File: src/rtl/audio_energy_multi.sv
`default_nettype none
// ============================================================================
// Module   : audio_energy_multi
// Purpose  : Multi-channel windowed audio energy integrator. One shared
//            squarer is time-multiplexed across channels by a small FSM.
//            Publishes thresholded, scaled energy per channel plus the
//            index of the loudest channel once per window.
// Options  : define AUDIO_ENERGY_PEAK_EN to add the per-channel `peak` output.
// Revision : 1.0 - initial release
// ============================================================================
module audio_energy_multi #(
  parameter int CHANNELS  = 2,
  parameter int SAMPLE_W  = 8,
  parameter int WINDOW    = 800,
  parameter int SHIFT     = 6,
  parameter int ACC_W     = 18,
  parameter int OUT_SHIFT = 2,
  parameter int MULTIPLY  = 1,
  parameter int THRESHOLD = 5000
) (
  input  logic                         clock,
  input  logic                         reset_n,
  input  logic                         ready,
  input  logic [CHANNELS*SAMPLE_W-1:0] audio_in,
  output logic [CHANNELS*16-1:0]       amplitude,
  output logic [2:0]                   loudest,
  output logic                         done,
  output logic                         busy,
  output logic                         overrun
`ifdef AUDIO_ENERGY_PEAK_EN
  ,
  output logic [CHANNELS*SAMPLE_W-1:0] peak
`endif
);

  localparam int IDX_W  = (CHANNELS > 1) ? $clog2(CHANNELS) : 1;
  localparam int CNT_W  = $clog2(WINDOW + 1);
  localparam int SQ_W   = 2 * SAMPLE_W;
  localparam int SUM_W  = ((ACC_W > SQ_W) ? ACC_W : SQ_W) + 1;
  localparam int PROD_W = ACC_W + 32;
  localparam logic [IDX_W-1:0] C_LAST_CH = IDX_W'(CHANNELS - 1);
  localparam logic [ACC_W-1:0] C_ACC_MAX = {ACC_W{1'b1}};

  typedef enum logic [1:0] {
    S_IDLE = 2'd0,
    S_MAC  = 2'd1,
    S_DUMP = 2'd2
  } state_t;

  state_t r_state, w_state_next;

  logic [CHANNELS*SAMPLE_W-1:0] r_sample;
  logic [IDX_W-1:0]             r_ch_idx;
  logic [CNT_W-1:0]             r_count;
  logic [ACC_W-1:0]             r_acc [CHANNELS];
  logic [CHANNELS*16-1:0]       r_amp;
  logic [2:0]                   r_loudest;
  logic                         r_done;
  logic                         r_overrun;

  logic [SAMPLE_W-1:0] w_cur;
  logic [SAMPLE_W-1:0] w_mag;
  logic [SQ_W-1:0]     w_sq;
  logic [SUM_W-1:0]    w_sum;
  logic [ACC_W-1:0]    w_acc_next;
  logic [CNT_W-1:0]    w_count_inc;
  logic                w_last_ch;
  logic                w_window_end;
  logic [PROD_W-1:0]   w_prod  [CHANNELS];
  logic [15:0]         w_gated [CHANNELS];
  logic [15:0]         w_best;
  logic [2:0]          w_loudest;

  // Magnitude of the channel currently selected; the most negative code
  // becomes 2^(SAMPLE_W-1) because the result is read as unsigned.
  assign w_cur        = r_sample[r_ch_idx*SAMPLE_W +: SAMPLE_W];
  assign w_mag        = w_cur[SAMPLE_W-1] ? (~w_cur + 1'b1) : w_cur;
  assign w_sq         = (SQ_W'(w_mag) * SQ_W'(w_mag)) >> SHIFT;
  assign w_sum        = SUM_W'(r_acc[r_ch_idx]) + SUM_W'(w_sq);
  assign w_acc_next   = (w_sum > SUM_W'(C_ACC_MAX)) ? C_ACC_MAX : w_sum[ACC_W-1:0];
  assign w_count_inc  = r_count + 1'b1;
  assign w_last_ch    = (r_ch_idx == C_LAST_CH);
  assign w_window_end = (w_count_inc == CNT_W'(WINDOW));

  // Scale, saturate and gate each accumulator for publication.
  always_comb begin
    for (int k = 0; k < CHANNELS; k++) begin
      w_prod[k]  = PROD_W'(r_acc[k] >> OUT_SHIFT) * PROD_W'(MULTIPLY);
      w_gated[k] = 16'd0;
      if (w_prod[k] > PROD_W'(65535)) begin
        w_gated[k] = 16'hFFFF;
      end else if (w_prod[k] > PROD_W'(THRESHOLD)) begin
        w_gated[k] = w_prod[k][15:0];
      end
    end
  end

  // Loudest channel: strict greater-than so the lowest index wins ties.
  always_comb begin
    w_loudest = 3'd0;
    w_best    = w_gated[0];
    for (int k = 1; k < CHANNELS; k++) begin
      if (w_gated[k] > w_best) begin
        w_best    = w_gated[k];
        w_loudest = 3'(k);
      end
    end
  end

  // FSM state register.
  always_ff @(posedge clock or negedge reset_n) begin
    if (!reset_n) r_state <= S_IDLE;
    else          r_state <= w_state_next;
  end

  // FSM next-state decode and busy flag.
  always_comb begin
    w_state_next = r_state;
    busy         = (r_state != S_IDLE);
    case (r_state)
      S_IDLE: if (ready) w_state_next = S_MAC;
      S_MAC:  if (w_last_ch) w_state_next = w_window_end ? S_DUMP : S_IDLE;
      S_DUMP: w_state_next = S_IDLE;
      default: w_state_next = S_IDLE;
    endcase
  end

  // Datapath: sample capture, accumulation, window dump and status flags.
  always_ff @(posedge clock or negedge reset_n) begin
    if (!reset_n) begin
      r_sample  <= '0;
      r_ch_idx  <= '0;
      r_count   <= '0;
      r_amp     <= '0;
      r_loudest <= 3'd0;
      r_done    <= 1'b0;
      r_overrun <= 1'b0;
      for (int k = 0; k < CHANNELS; k++) r_acc[k] <= '0;
    end else begin
      r_done <= (r_state == S_DUMP);
      if (ready && (r_state != S_IDLE)) r_overrun <= 1'b1;
      case (r_state)
        S_IDLE: begin
          if (ready) begin
            r_sample <= audio_in;
            r_ch_idx <= '0;
          end
        end
        S_MAC: begin
          r_acc[r_ch_idx] <= w_acc_next;
          r_ch_idx        <= r_ch_idx + 1'b1;
          if (w_last_ch) r_count <= w_count_inc;
        end
        S_DUMP: begin
          for (int k = 0; k < CHANNELS; k++) begin
            r_amp[k*16 +: 16] <= w_gated[k];
            r_acc[k]          <= '0;
          end
          r_loudest <= w_loudest;
          r_count   <= '0;
        end
        default: ;
      endcase
    end
  end

  assign amplitude = r_amp;
  assign loudest   = r_loudest;
  assign done      = r_done;
  assign overrun   = r_overrun;

`ifdef AUDIO_ENERGY_PEAK_EN
  logic [SAMPLE_W-1:0]          r_pk [CHANNELS];
  logic [CHANNELS*SAMPLE_W-1:0] r_peak;

  // Per-channel peak magnitude tracking, published and cleared at dump.
  always_ff @(posedge clock or negedge reset_n) begin
    if (!reset_n) begin
      r_peak <= '0;
      for (int k = 0; k < CHANNELS; k++) r_pk[k] <= '0;
    end else if (r_state == S_MAC) begin
      if (w_mag > r_pk[r_ch_idx]) r_pk[r_ch_idx] <= w_mag;
    end else if (r_state == S_DUMP) begin
      for (int k = 0; k < CHANNELS; k++) begin
        r_peak[k*SAMPLE_W +: SAMPLE_W] <= r_pk[k];
        r_pk[k]                        <= '0;
      end
    end
  end

  assign peak = r_peak;
`endif

endmodule
`default_nettype wire

File: config.mk
export PLATFORM = sky130hd
export DESIGN_NAME = audio_energy_multi
export DESIGN_NICKNAME = d
export VERILOG_FILES = /design/src/rtl/audio_energy_multi.sv
export SDC_FILE = /design/constraint.sdc
export NUM_CORES = 1
export LEC_CHECK = 0
export BUFFER_PORTS_ARGS = -buffer_cell sky130_fd_sc_hd__buf_4
export CAP_MARGIN = 10
export CORE_MARGIN = 5
export CORE_UTILIZATION = 60
export CTS_BUF_LIST = sky130_fd_sc_hd__clkbuf_16
export DETAILED_ROUTE_END_ITERATION = 12
export GPL_TIMING_DRIVEN = 1
export PLACE_DENSITY = 0.8
export RECOVER_POWER = 100
export SYNTH_ARGS = -nofsm -noshare
export SYNTH_HDL_FRONTEND = slang
export SYNTH_SLANG_ARGS = --single-unit
export TNS_END_PERCENT = 50
File: constraint.sdc
create_clock -name clock -period 9.1 [get_ports clock]
set_input_delay 0.91 -clock clock [delete_from_list [all_inputs] [get_ports clock]]
set_output_delay 0.91 -clock clock [all_outputs]
set_load 0.05 [all_outputs]
* After elaboration in Yosys (flattened, before gate mapping)
Index checks and enable logic that the tools add are counted.
Widths: inputs -> output; s select.
** Operators by class
- Add/sub/neg operators :: 4
- Multiply operators :: 1
- Order comparisons :: 8
- Eq/ne operators :: 5
- Shifts and indexed selects :: 1
- Multiplexer cells :: 22
- Bitwise logic cells :: 2
- Reduce and logical (&&, ||, !) cells :: 10
** Operator list (count)
- $mux 18 :: 5
- $pmux 36 s2 :: 1
- $mux 16 :: 4
- $bwmux 36 :: 1
- $gt 16x13->1 const B :: 2
- $gt 16x16->1 const B :: 2
- $pmux 10 s2 :: 1
- $add 18x10->19 :: 1
- $gt 19x18->1 const B :: 1
- $demux 18 s1 :: 1
- $gt 16x16->1 :: 1
- $mul 8x8->16 :: 1
- $shiftx 16x5->8 :: 1
- $add 10x1->10 const B :: 1
- $eq 10x10->1 const B :: 1
- $mux 10 :: 1
- $add 8x1->8 const B :: 1
- $mux 8 :: 1
- $not 8->8 :: 1
- $reduce_and 2->1 :: 4
- $mux 2 :: 3
- $reduce_bool 2->1 :: 3
- $ne 2x2->1 const B :: 2
- $pmux 2 s2 :: 1
- 10 further kinds :: 12
** Storage, ports and cells
- Register bits after elaboration :: 102
- Input port bits :: 19
- Output and inout port bits :: 38
- Word-level logic and storage cells :: 63

* Depth between registers and ports, before layout
- Depth after elaboration :: 10
- Mapped depth :: 36
- Mapped depth without buffers :: 31

* Worst setup path after synthesis
No wires, ideal clock.
- Path kind :: register to register
- Start point :: reg r_ch_idx
- End point :: reg r_acc[13] (netlist bit)
- Setup time :: 137 ps
- Arrival time :: 7860 ps
- Data required time :: 8963 ps
- Setup slack :: 1103 ps
- Stages on the path, launching flop included :: 35
- Path buffers :: 5
- Clock period less this slack :: 7997 ps
- Cell sequence :: dfrtp_1 buf_6 buf_6 buf_2 buf_2 buf_2 mux2i_1 ha_1 o21ai_2 nand3_1 o41ai_1 o31a_1 or2_2 inv_1 fa_1 fa_1 inv_1 fa_1 fa_1 inv_1 ha_1 inv_1 or3_1 o221ai_2 or3_1 nand2_1 xnor2_1 ha_1 and3_1 a221oi_2 o221ai_2 and3_1 or2_2 a31oi_1 a21oi_1
** On the way
- Longest elaborated chain between the ends :: 10
- Elaborated cells on any way between the ends :: 19
- Classes of those cells :: add/sub (2); mul (1); order compare (3); shift (1); mux (9); bitwise (2); reduce/logical (1)
** RTL lines
- start: declaration :: RTL line 53 : logic [IDX_W-1:0] r_ch_idx;
- start signal: assignment :: RTL line 151 : r_ch_idx <= r_ch_idx + 1'b1;
- $shiftx 16x5->8 :: RTL line 76 : assign w_cur = r_sample[r_ch_idx*SAMPLE_W +: SAMPLE_W];
- $not 8->8 :: RTL line 77 : assign w_mag = w_cur[SAMPLE_W-1] ? (~w_cur + 1'b1) : w_cur;
- $add 8x1->8 :: RTL line 77
- $mux 8 :: RTL line 77
- $mul 8x8->16 :: RTL line 78 : assign w_sq = (SQ_W'(w_mag) * SQ_W'(w_mag)) >> SHIFT;
- $add 18x10->19 :: RTL line 79 : assign w_sum = SUM_W'(r_acc[r_ch_idx]) + SUM_W'(w_sq);
- $gt 19x18->1 :: RTL line 80 : assign w_acc_next = (w_sum > SUM_W'(C_ACC_MAX)) ? C_ACC_MAX : w_sum[ACC_W-1:0];
- $mux 18 :: RTL line 80
- $bwmux 36 * :: RTL line 150 : r_acc[r_ch_idx] <= w_acc_next;
- $pmux 36 s2 * :: RTL line 142 : case (r_state)
- end signal: indexed assignment :: RTL line 150
- end: declaration :: RTL line 55 : logic [ACC_W-1:0] r_acc [CHANNELS];
Mark *: on every way between the ends. The rest lies on a longest branch, timed or not. The select of a mux whose other input is x is not followed.
A chain may end at the register's enable or synchronous reset.

* Final worst setup path
Same ends and word-level chain as after synthesis.

==> metrics.md <==
| Metric | Value |
|---|---|
| Full die area | 14,800 µm² |
| Proportion of synthesized area in mux cells | 9.41% |
| Root buf cell | clkbuf_16 |
| Drt total wl | 17.0 mm |
| Slew headroom | -80.2% |
| First-pass GRT wire length | 29.1 mm |
| Ys Warns | 0 |
| Post-synthesis adder-cell area fraction | 16.5% |
| I/O Buffers | 54 |
| FF-to-FF setup slack | 0.71 ns |
| Worst r2r path cells | 28 |
| Post-route minimum period | 8.39 ns |
| Via density | 5.86 |
| Hold Path Class | reg -> reg |
| Layout net count | 944 |
| Worst path top cell family by delay | adder cells |
| Aggregate global-route resource usage | 24.4% |
| Max stage delay cell, worst path | mux2i_2 |
| Post-synthesis xor/xnor area fraction | 3.52% |
| Met2 wire len | 8.90 mm |
| DRC | 0 |
| # diodes | 0 |
| Setup TNS | 0 ns |
| Worst slack, placed | 0.839 ns |
| Finish-stage setup viols | 0 |
| TritonCTS Buffers | 9 |
| Die height | 122 µm |
| Area Growth Syn to Fin | 8.09% |
| Clock transition at path regs | 0.07 ns |
| Number of synthesized register bits | 100 |
| Synth unique cells | 66 |
| CTS tree | built |
| Largest family of logic cells by synthesized area | adder cells |
| Top sig layer | met4 |
| Worst-Skew Late Latency | 0.35 ns |
| Largest net degree at the start of global routing | 56 |
| Drt pass-1 iters | 5 |
| Vias in the first global route | 6,230 |
| EDFF count, synth | 0 |
| Clk sinks | 100 |
| Prevailing post-synth register cell | dfrtp_1 |
| Rows | 40 |
| ANT nets after route | 0 |
| Initial antenna violation count | 0 |
| Vias post-DR | 5,940 |
| Complex-gate fraction of the synthesized area | 15.6% |
| WP buf/inv | 4 |
| Final max-slew violation count | 159 |
| Sequential share of the synthesized area | 33.5% |
| CP startpoint kind | flop |
| H-tree depth | 3 |
| Slew @ Worst Pin | 2.70 ns |
| Final hold vios | 0 |
| Worst EP arrival | 8.62 ns |
| Simple-Gate Fraction of Synth Area | 15.3% |
| Cts hold-fix bufs | 0 |
| Slowest stage delay, CP | 0.55 ns |
| Filler instances | 1,064 |
| DR WL met3 | 761 µm |
| Crit share post-route | 92.2% |
| Die Wd | 122 µm |
| Crit Path Class | reg -> reg |
| Cells after synthesis | 800 |
| Final instance area | 8080 µm² |
| Met1 wire length | 7.02 mm |
| Max Cap Viol | 3 |
| Core Area | 12,100 µm² |
| Placer congestion estimate | 0.899 |
| Share of layout cells above drive strength 1 | 11.9% |
| CTS Buffer Depth | 2 |
| Hold Crit Depth | 1 |
| Post-Syn Area | 7470 µm² |
| Cell count along the critical path | 28 |
| Remaining global-route overflow | 0 |
| Final cell count without fillers | 1,014 |
| Ys async rst share | 100% |
| Final setup margin | 0.712 ns |
| Dpl cell area | 7960 µm² |
| DRT iter0 DRCs | 441 |
| Worst Path Required | 9.33 ns |
| Failing checks | max-capacitance violations, max-slew violations |
| Status | finished, violations left |
| Syn avg cell area | 9.34 µm² |
| Worst Skew | 0.00876 ns |
| Placed cells | 997 |
| Post-CTS setup buffers | 0 |
| Max Fclk | 119 MHz |
| Unrepaired setup endpoints after global routing | no |
| IO Pins | 57 |
| Starting Density | 61.7% |
| Dpl hpwl | 13.1 mm |
| Routed len/inst | 16.8 µm |
| Worst Path Max Fanout | 14 |
| Type of element capturing the critical path | flop |
| CTS resizes | 0 |
-- layout make-up --
class                           instances  area (µm²)  area share (%)
Multi-Input combinational cell        597        4530            56.0
Tap cell                              168         210            2.60
Clock inverter                          7        36.3           0.449
Sequential cell                       100        2500            31.0
Inverter                               75         282            3.49
Timing Repair Buffer                   58         293            3.63
Clock buffer                            9         225            2.79
-- sequential cells by signal, summed over array words and instances, names as in the netlist --
signal and cells:
r_acc 36, amplitude 32, r_sample 16, done 1
overrun 1, r_ch_idx 1, loudest 1, r_state 2
r_count 10
-- per-layer routing --
layer,track usage (%),up-vias
met3,4.60,28
met4,7.84,0
met1,29.6,2893
met2,43.9,171
li1,-,2848
met5,0,-
-- final timing paths --
kind	end	start
max	r_acc[13]$_DFFE_PN0P_	r_ch_idx$_DFFE_PN0P_
max in group asynchronous	r_ch_idx$_DFFE_PN0P_	reset_n
max reg2reg	r_acc[13]$_DFFE_PN0P_	r_ch_idx$_DFFE_PN0P_
min reg2reg	overrun$_DFFE_PN0P_	overrun$_DFFE_PN0P_
min in group asynchronous	amplitude[4]$_DFFE_PN0P_	reset_n
min	overrun$_DFFE_PN0P_	overrun$_DFFE_PN0P_
-- per-stage QoR --
stage / util (%) / hold WS (ns)
finish: 66.7 / 0.468
global route: 66.7 / 0.486
CTS: 67.9 / 0.475
detailed placement: 65.8 / 0.457
global placement: 65.8 / 0.440
floorplan: - / 0.444
-- logic make-up after synthesis --
kind of cell,count (synthesis)
simple gates,237
xor+xnor,30
buf+inv,109
other cells,2
compound gates,175
flops,100
mux,63
fa+ha+maj,84
-- cells in the mapped netlist (all sizes together), types with 9 or more instances --
cell | count | area share, %
a21o | 13 | 1.3
a21oi | 30 | 2.1
a22o | 13 | 1.5
a31oi | 12 | 1.0
and2 | 19 | 1.6
buf | 14 | 1.3
clkbuf | 20 | 1.0
dfrtp | 100 | 33
fa | 24 | 6.4
ha | 60 | 10
inv | 75 | 3.8
mux2 | 49 | 7.4
mux2i | 14 | 2.0
nand2 | 74 | 3.7
nand3 | 28 | 1.9
nor2 | 48 | 2.4
nor2b | 12 | 1.0
nor3 | 15 | 1.0
o21ai | 65 | 4.5
xnor2 | 21 | 2.5
xor2 | 9 | 1.1
-- cell usage in the layout, fill, tap and decap left out, types with 17 or more instances in the layout --
| master | instances |
|---|---|
| clkbuf_1 | 38 |
| buf_4 | 20 |
| ha_1 | 60 |
| mux2_2 | 49 |
| inv_1 | 77 |
| nand3_1 | 28 |
| nor2_1 | 48 |
| and2_1 | 17 |
| dfrtp_1 | 99 |
| a21oi_1 | 29 |
| xnor2_1 | 21 |
| o21ai_0 | 61 |
| nand2_1 | 74 |
| fa_1 | 24 |
Power is not shown: default switching activity piles up to over one toggle a cycle in this logic, so the estimate is an artifact.
